$ cat src/rtl/alu_issue_arbiter.sv
// -----------------------------------------------------------------------------
// alu_issue_arbiter
//
// Shares one combinational ALU between N_REQ issue requesters. Each cycle at
// most one ready request is picked round-robin and driven into the ALU. The
// ALU result is registered together with the winner's index in a one-entry
// output buffer for writeback. The buffer can drain and refill in the same
// cycle, so sustained throughput is one result per cycle.
//
// Ports
//   clk         in   rising-edge clock
//   rst         in   asynchronous reset, active-low (0 = reset)
//   flush       in   pipeline flush: blocks grants, empties the buffer
//   req_valid   in   [N_REQ]        requester i has an instruction
//   req_data    in   [N_REQ*DEC_W]  payload i at [i*DEC_W +: DEC_W]
//   req_ready   out  [N_REQ]        one-hot grant, payload i accepted
//   alu_valid   out                 ALU input valid
//   alu_data    out  [DEC_W]        payload of the granted requester
//   alu_ready   in                  ALU accepts this cycle
//   alu_result  in   [RES_W]        ALU combinational result for alu_data
//   wb_valid    out                 output buffer holds a result
//   wb_data     out  [RES_W]        buffered result
//   wb_tag      out  [clog2(N_REQ)] requester that produced wb_data
//   wb_ready    in                  writeback consumes wb_data this cycle
// -----------------------------------------------------------------------------
module alu_issue_arbiter #(
  parameter int N_REQ = 4,
  parameter int DEC_W = 128,
  parameter int RES_W = 70
) (
  input  logic                     clk,
  input  logic                     rst,
  input  logic                     flush,
  input  logic [N_REQ-1:0]         req_valid,
  input  logic [N_REQ*DEC_W-1:0]   req_data,
  output logic [N_REQ-1:0]         req_ready,
  output logic                     alu_valid,
  output logic [DEC_W-1:0]         alu_data,
  input  logic                     alu_ready,
  input  logic [RES_W-1:0]         alu_result,
  output logic                     wb_valid,
  output logic [RES_W-1:0]         wb_data,
  output logic [$clog2(N_REQ)-1:0] wb_tag,
  input  logic                     wb_ready
);

  localparam int TAG_W = $clog2(N_REQ);
  // One extra bit so ptr + offset cannot overflow before the wrap.
  localparam logic [TAG_W:0] N_EXT = (TAG_W+1)'(N_REQ);

  logic [TAG_W-1:0] r_rr_ptr;
  logic             r_wb_valid;
  logic [RES_W-1:0] r_wb_data;
  logic [TAG_W-1:0] r_wb_tag;

  logic             w_can_issue;
  logic             w_found;
  logic             w_grant;
  logic [TAG_W-1:0] w_winner;
  logic [TAG_W-1:0] w_idx;
  logic [TAG_W:0]   w_sum;
  logic [TAG_W:0]   w_next_sum;
  logic [TAG_W-1:0] w_next_ptr;

  // Including rst keeps the grant outputs quiet while reset is held.
  // The buffer may accept when empty or when it is being drained this cycle.
  assign w_can_issue = rst & alu_ready & ~flush & (~r_wb_valid | wb_ready);
  assign w_grant     = w_can_issue & w_found;

  // Round-robin scan. Offsets are walked from the farthest to the nearest,
  // so the last hit is the first valid requester at or after r_rr_ptr.
  // Only req_valid feeds the grant, never req_data.
  always_comb begin
    // NOTE: every signal written here gets a default first, so no path can infer a latch.
    w_found  = 1'b0;
    w_winner = '0;
    w_sum    = '0;
    w_idx    = '0;
    for (int k = N_REQ - 1; k >= 0; k--) begin
      w_sum = {1'b0, r_rr_ptr} + (TAG_W+1)'(k);
      if (w_sum >= N_EXT) begin
        w_sum = w_sum - N_EXT;
      end
      w_idx = w_sum[TAG_W-1:0];
      if (req_valid[w_idx]) begin
        w_found  = 1'b1;
        w_winner = w_idx;
      end
    end
  end

  // Pointer moves to the slot just past the winner, wrapping at N_REQ-1.
  always_comb begin
    w_next_sum = {1'b0, w_winner} + (TAG_W+1)'(1);
    w_next_ptr = w_next_sum[TAG_W-1:0];
    if (w_next_sum >= N_EXT) begin
      w_next_ptr = '0;
    end
  end

  always_comb begin
    req_ready = '0;
    alu_valid = 1'b0;
    alu_data  = '0;
    if (w_grant) begin
      req_ready[w_winner] = 1'b1;
      alu_valid           = 1'b1;
      alu_data            = req_data[int'(w_winner)*DEC_W +: DEC_W];
    end
  end

  // A grant always refills the buffer (drain and refill in the same cycle).
  // Flush never coincides with a grant, so it only has to clear wb_valid.
  always_ff @(posedge clk or negedge rst) begin
    if (!rst) begin
      r_rr_ptr   <= '0;
      r_wb_valid <= 1'b0;
      r_wb_data  <= '0;
      r_wb_tag   <= '0;
    end else begin
      // NOTE: sequential state uses non-blocking assignments so every register samples pre-edge values.
      if (w_grant) begin
        r_rr_ptr   <= w_next_ptr;
        r_wb_valid <= 1'b1;
        r_wb_data  <= alu_result;
        r_wb_tag   <= w_winner;
      end else if (flush || wb_ready) begin
        r_wb_valid <= 1'b0;
      end
    end
  end

  assign wb_valid = r_wb_valid;
  assign wb_data  = r_wb_data;
  assign wb_tag   = r_wb_tag;

endmodule
$ cat config.mk
export PLATFORM = sky130hd
export DESIGN_NAME = alu_issue_arbiter
export DESIGN_NICKNAME = d
export VERILOG_FILES = /design/src/rtl/alu_issue_arbiter.sv
export SDC_FILE = /design/constraint.sdc
export NUM_CORES = 1
export LEC_CHECK = 0
export BUFFER_PORTS_ARGS = -buffer_cell sky130_fd_sc_hd__buf_4
export CAP_MARGIN = 15
export CORE_AREA = 10 10 306 308
export DETAILED_ROUTE_END_ITERATION = 8
export DIE_AREA = 0 0 316 318
export PLACE_DENSITY = 0.33
export SYNTH_ARGS = -nofsm -noshare
export SYNTH_HDL_FRONTEND = slang
export SYNTH_SLANG_ARGS = --single-unit
export TNS_END_PERCENT = 20
$ cat constraint.sdc
create_clock -name clk -period 2.9 [get_ports clk]
set_input_delay 0.29 -clock clk [delete_from_list [all_inputs] [get_ports clk]]
set_output_delay 0.29 -clock clk [all_outputs]
set_load 0.02 [all_outputs]
==> After elaboration in Yosys (flattened, before gate mapping) <==
Cells that the tools add are included.
{ "totals": {"latch_bits": 0, "reg_bits": 75, "elab_cells": 62, "romBits": 0, "mem_count": 0, "ramBits": 0, "in_bits": 591, "output_inout_bits": 206} }
{ "op_classes": {"magnitude_cmp": 11, "muxes": 28, "div": 0, "n_mul": 0, "n_addsub": 8, "shifts": 1, "reduce_logical": 3, "eq_ne": 0, "bitwise_logic": 7} }
{ "op_table": {"columns": ["cell", "n"], "rows": [
  ["variable part select 512 x 10 -> 128 bit", 1],
  ["two-way mux 128 bit", 1],
  ["two-way mux 2 bit", 9],
  ["less-than comparator 2 x 3 -> 1 bit, second input constant", 5],
  ["greater-or-equal comparator 3 bit, second input constant", 4],
  ["two-way mux 1 bit", 12],
  ["binary-select mux 1 bit (select 2 bit)", 4],
  ["subtractor 2 x 1 -> 2 bit, second input constant", 4],
  ["adder 2 x 1 -> 3 bit, second input constant", 2],
  ["adder 2 x 2 -> 3 bit, second input constant", 2],
  ["bitwise AND 1 bit", 4],
  ["two-way mux 4 bit", 1],
  ["greater-or-equal comparator 2 x 3 -> 1 bit, second input constant", 1],
  ["demux 1 bit (select 2 bit)", 1],
  ["greater-or-equal comparator 2 x 1 -> 1 bit, second input constant", 1],
  ["inverter 1 bit", 2],
  ["nonzero test 2 bit", 1],
  ["logical AND 1 bit", 1],
  ["logical OR 1 bit", 1],
  ["bitwise OR 1 bit", 1]
]} }

==> Depth between registers and ports, before layout <==
{ "depth": {"depth_word": 14, "depth_mapped": 9, "depth_no_buf": 6} }

==> Least setup slack after synthesis <==
OpenSTA, ideal clock, no wires.
{ "synth_timing": {"path_type": "reg-to-output", "start": "register r_rr_ptr[1]", "end": "output port alu_data[60]", "required_ns": 2.610, "path_buffers": 3, "slack_ns": 0.717, "arrival_time_ns": 1.893, "path_stages_with_launch": 9, "cell_sequence": "dfrtp_1 -> and3b_1 -> o21a_1 -> a211oi_2 -> buf_4 -> buf_6 -> clkbuf_4 -> mux2i_1 -> o22ai_1"} }
{ "synth_between": {"elab_chain_len": 11, "word_cells_on_any_way": 34, "classes_between": "add/sub: 7; order compare: 4; shift: 1; mux: 21; bitwise: 1"} }
{ "synth_lines": {"columns": ["item", "line", "text"], "rows": [
  ["start, declared", "51", "logic [TAG_W-1:0] r_rr_ptr;"],
  ["start signal, assigned", "123", "r_rr_ptr <= w_next_ptr;"],
  ["adder 2 x 2 -> 3 bit", "80", "w_sum = {1'b0, r_rr_ptr} + (TAG_W+1)'(k);"],
  ["greater-or-equal comparator 3 bit / subtractor 2 x 1 -> 2 bit (equally long branches)", "81, 82", null],
  ["two-way mux 2 bit", "81", "if (w_sum >= N_EXT) begin"],
  ["binary-select mux 1 bit (select 2 bit)", "85", "if (req_valid[w_idx]) begin"],
  ["two-way mux 1 bit (not written as such)", "85", null],
  ["two-way mux 2 bit / two-way mux 1 bit (equally long branches) (4 in a row)", "85", null],
  ["variable part select 512 x 10 -> 128 bit / bitwise AND 1 bit (equally long branches)", "108, 68", null],
  ["two-way mux 128 bit (*)", "105", "if (w_grant) begin"],
  ["end, declared", "38", "output logic [DEC_W-1:0] alu_data,"]
]} }
Every way passes the cells marked *; elsewhere a longest branch is shown, timed or not. The select of a mux whose other input is x is not followed.

==> Worst setup path in the final report <==
{ "layout_timing": {"start": "input port rst", "end": "output port alu_data[118]"} }
{ "layout_between": {"elab_chain_len": 5} }
{ "layout_lines": {"columns": ["item", "line", "text"], "rows": [
  ["start, declared", "32", "input logic rst,"],
  ["bitwise AND 1 bit (3 in a row)", "67", "assign w_can_issue = rst & alu_ready & ~flush & (~r_wb_valid | wb_ready);"],
  ["bitwise AND 1 bit", "68", "assign w_grant = w_can_issue & w_found;"],
  ["two-way mux 128 bit", "105", null]
]} }
Every way passes these cells.

==> results.yml <==
finish:
  num-nets-final: 2018
  stdcell_count: 2599
  drive_gt1_share_pct: 67.0
  area_delta_synth_final_pct: 123
  final_area_sq_um: 14900
clock_tree:
  cts.sinks: 75
  clockBufferDepth: 2
  h-tree-depth: 3
  cts_tree: "built"
  cts_buffers: 9
  clkLatencyLatePin_ns: 0.35
  clk_pin_slew_ns: 0.07
  cts-root-buf: "clkbuf_16"
detailed_routing:
  post_drt_via_cell_ratio: 3.46
  totalWireLength_um: 70700
  dr.pass1.iters: 4
  postRouteAntennaNets: 0
  vias: 8983
  wl_per_cell_um: 27.2
  drc_errors: 0
  drt_iter0_drc: 399
timing:
  hold_slack_ns: 0.171
  hold_violations: 0
  grt_setup_unrepaired: "yes"
  finClkSkew_ns: 0.0117
  max_freq_ghz: 0.348
  slew_violations: 0
  worstMarginPinSlew_ns: 0.754
  setup_viol_count_final: 0
  fin_setup_tns_ns: 0
  relSlewSlack_pct: 49.7
  post-route-min-period_ns: 2.88
  fin_crit_sh_pct: 99.2
floorplan:
  ios: 797
  start_util_pct: 7.65
  num_rows: 109
  die_width_um: 316
  core_area_sq_um: 87700
  die_y_um: 318
  dieArea_sq_um: 100000
synthesis:
  synth.most_common_cell: "mux2i_1"
  synth_top_flop_cell: "dfrtp_1"
  synth_edf_count: 0
  synth_cells: 629
  netlist_area_sq_um: 6710
  ys_top_cells_by_area: "mux2i_1 (38%), dfrtp_1 (28%), mux2_2 (12%), o22ai_1 (12%), buf_4 (2.5%)"
  ys_seq_area_share_pct: 28.0
  yosys_warnings: 0
  synth_fp_nets: 1224
  ys_types: 26
  ys_top_cells_by_count: "mux2i_1 (257), o22ai_1 (128), dfrtp_1 (75), mux2_2 (72), buf_4 (22)"
  ys_seq_elements: 75
  avgSynthCellArea_sq_um: 10.7
  synth_top_area_share_pct: 38.3
  synthArstFlopShare_pct: 100
  yosysTopAreaCell: "mux2i_1"
run:
  max_cap_viol_count: 0
hold_path:
  hp-class: "primary input to flip-flop"
placement:
  place.gp.congestion: 0.852
  dpl.cell_count: 2565
  hpwl_um: 61700
  place.port_buffers: 796
  placed_area_sq_um: 14200
global_routing:
  grt.total_usage_pct: 12.9
  grt_antenna_before_repair: 48
  overflow: 0
  grt_start_max_net_pins: 81
  grt_pass1_wl_um: 89600
  first_global_vias: 9860
pwr:
  power.leakage_nw: 7.23
  power_mw: 7.18
  p_per_area_nw_per_um2: 481
  vdd_ir_drop_max_uv: 260
outcome:
  run_status: "complete, no violations"
setup_path:
  end_kind: "primary output"
  crit_type: "primary input to primary output"
  arrival_ns: 2.59
  cp.required_ns: 2.61
  critPathMaxFanout: 69
  start_kind: "primary input"
-- metrics by stage --
stage,util [%],worst slack (ns)
finish,17.0,0.0227
global route,17.0,-0.0693
CTS,16.6,-0.00105
detailed placement,16.2,0.235
global placement,16.2,0.261
floorplan,-,0.717
-- cells by family (layout without fill, tap and decap cells) --
family	count (synthesis)	in the layout	synth area share (%)
muxes	329	329	50.4
AOI/OAI and AO/OA	136	136	12.9
DFF	75	75	28.0
buffers and inverters	70	869	6.52
and+or+nand+nor	15	15	1.47
adders and majority gates	4	4	0.746
other	0	6	0
-- cell type report --
| type | instances | area, sq um |
|---|---|---|
| Antenna cell | 6 | 15.0 |
| Clock buffer | 9 | 225 |
| Clock inverter | 7 | 81.3 |
| Fill cell | 9977 | 72800 |
| Inverter | 5 | 18.8 |
| Multi-Input combinational cell | 484 | 4530 |
| Sequential cell | 75 | 1880 |
| Tap cell | 1165 | 1460 |
| Timing Repair Buffer | 848 | 6730 |
-- path summary, 6_finish.rpt --
kind | from | endpoint | slack [ns] | cells past startpoint
hold reg to reg | wb_data[51] | wb_data[51] | 0.51 | 1
hold / removal | alu_result[61] | wb_data[61] | 0.17 | 2
max in group asynchronous | rst | wb_data[18] | 1.37 | 4
min in group asynchronous | rst | wb_data[32] | 0.47 | 3
setup / recovery | rst | alu_data[118] | 0.02 | 8
setup reg to reg | r_rr_ptr[1] | r_rr_ptr[1] | 0.80 | 7
-- critical path, cell delays in order --
cell and delay (ns):
dlygate4sd3_1 0.52, buf_4 0.11, nand2_1 0.12, nor4_4 0.40
nand2_4 0.13, buf_12 0.19, o22ai_1 0.47, buf_4 0.23
-- flip-flops by register name (all words and copies together), names as in the netlist --
name,flops
r_rr_ptr,2
wb_tag,2
wb_valid,1
wb_data,70
-- per-layer routing --
metal | up-vias | track usage (%) | wire length (um)
met2 | 540 | 23.1 | 36000
met4 | 12 | 2.84 | 1400
li1 | 4044 | - | -
met3 | 94 | 5.72 | 7620
met5 | - | 0 | 77
met1 | 4293 | 13.7 | 25600
-- power breakdown --
part           internal (mW)  switching [mW]  leakage (nW)  total, mW
combinational           2.38            2.18          6.19       4.56
clock                  0.683           0.514         0.153       1.20
sequential              1.28           0.138         0.889       1.42
total                   4.35            2.83          7.23       7.18
-- placed cells by master (no fill, tap or decap), types with 2 or more instances in the layout --
cell	instances
mux2i_2	8
buf_6	8
mux2_2	72
nor2b_1	2
clkbuf_16	12
dfrtp_2	2
mux2i_4	5
inv_6	3
o21ai_0	2
buf_12	11
o22ai_1	126
o22ai_2	2
nand2_4	2
mux2i_1	244
and2_1	4
buf_4	814
dfrtp_1	73
nor2_1	2
inv_1	5
diode_2	6
buf_16	5
o21a_1	2
buf_8	6
ha_1	4
-- timing repair --
action / 4_1_cts / 5_1_grt
setup endpoints to repair: 74 / 110
buffers inserted: 2 / 3
hold buffers: 1 / 0
pin swaps: 1 / 1
gates cloned: 1 / 5
hold endpoints to repair: 21 / 0
gates resized for setup: 7 / 44
Power figures use the tool's default switching activity.
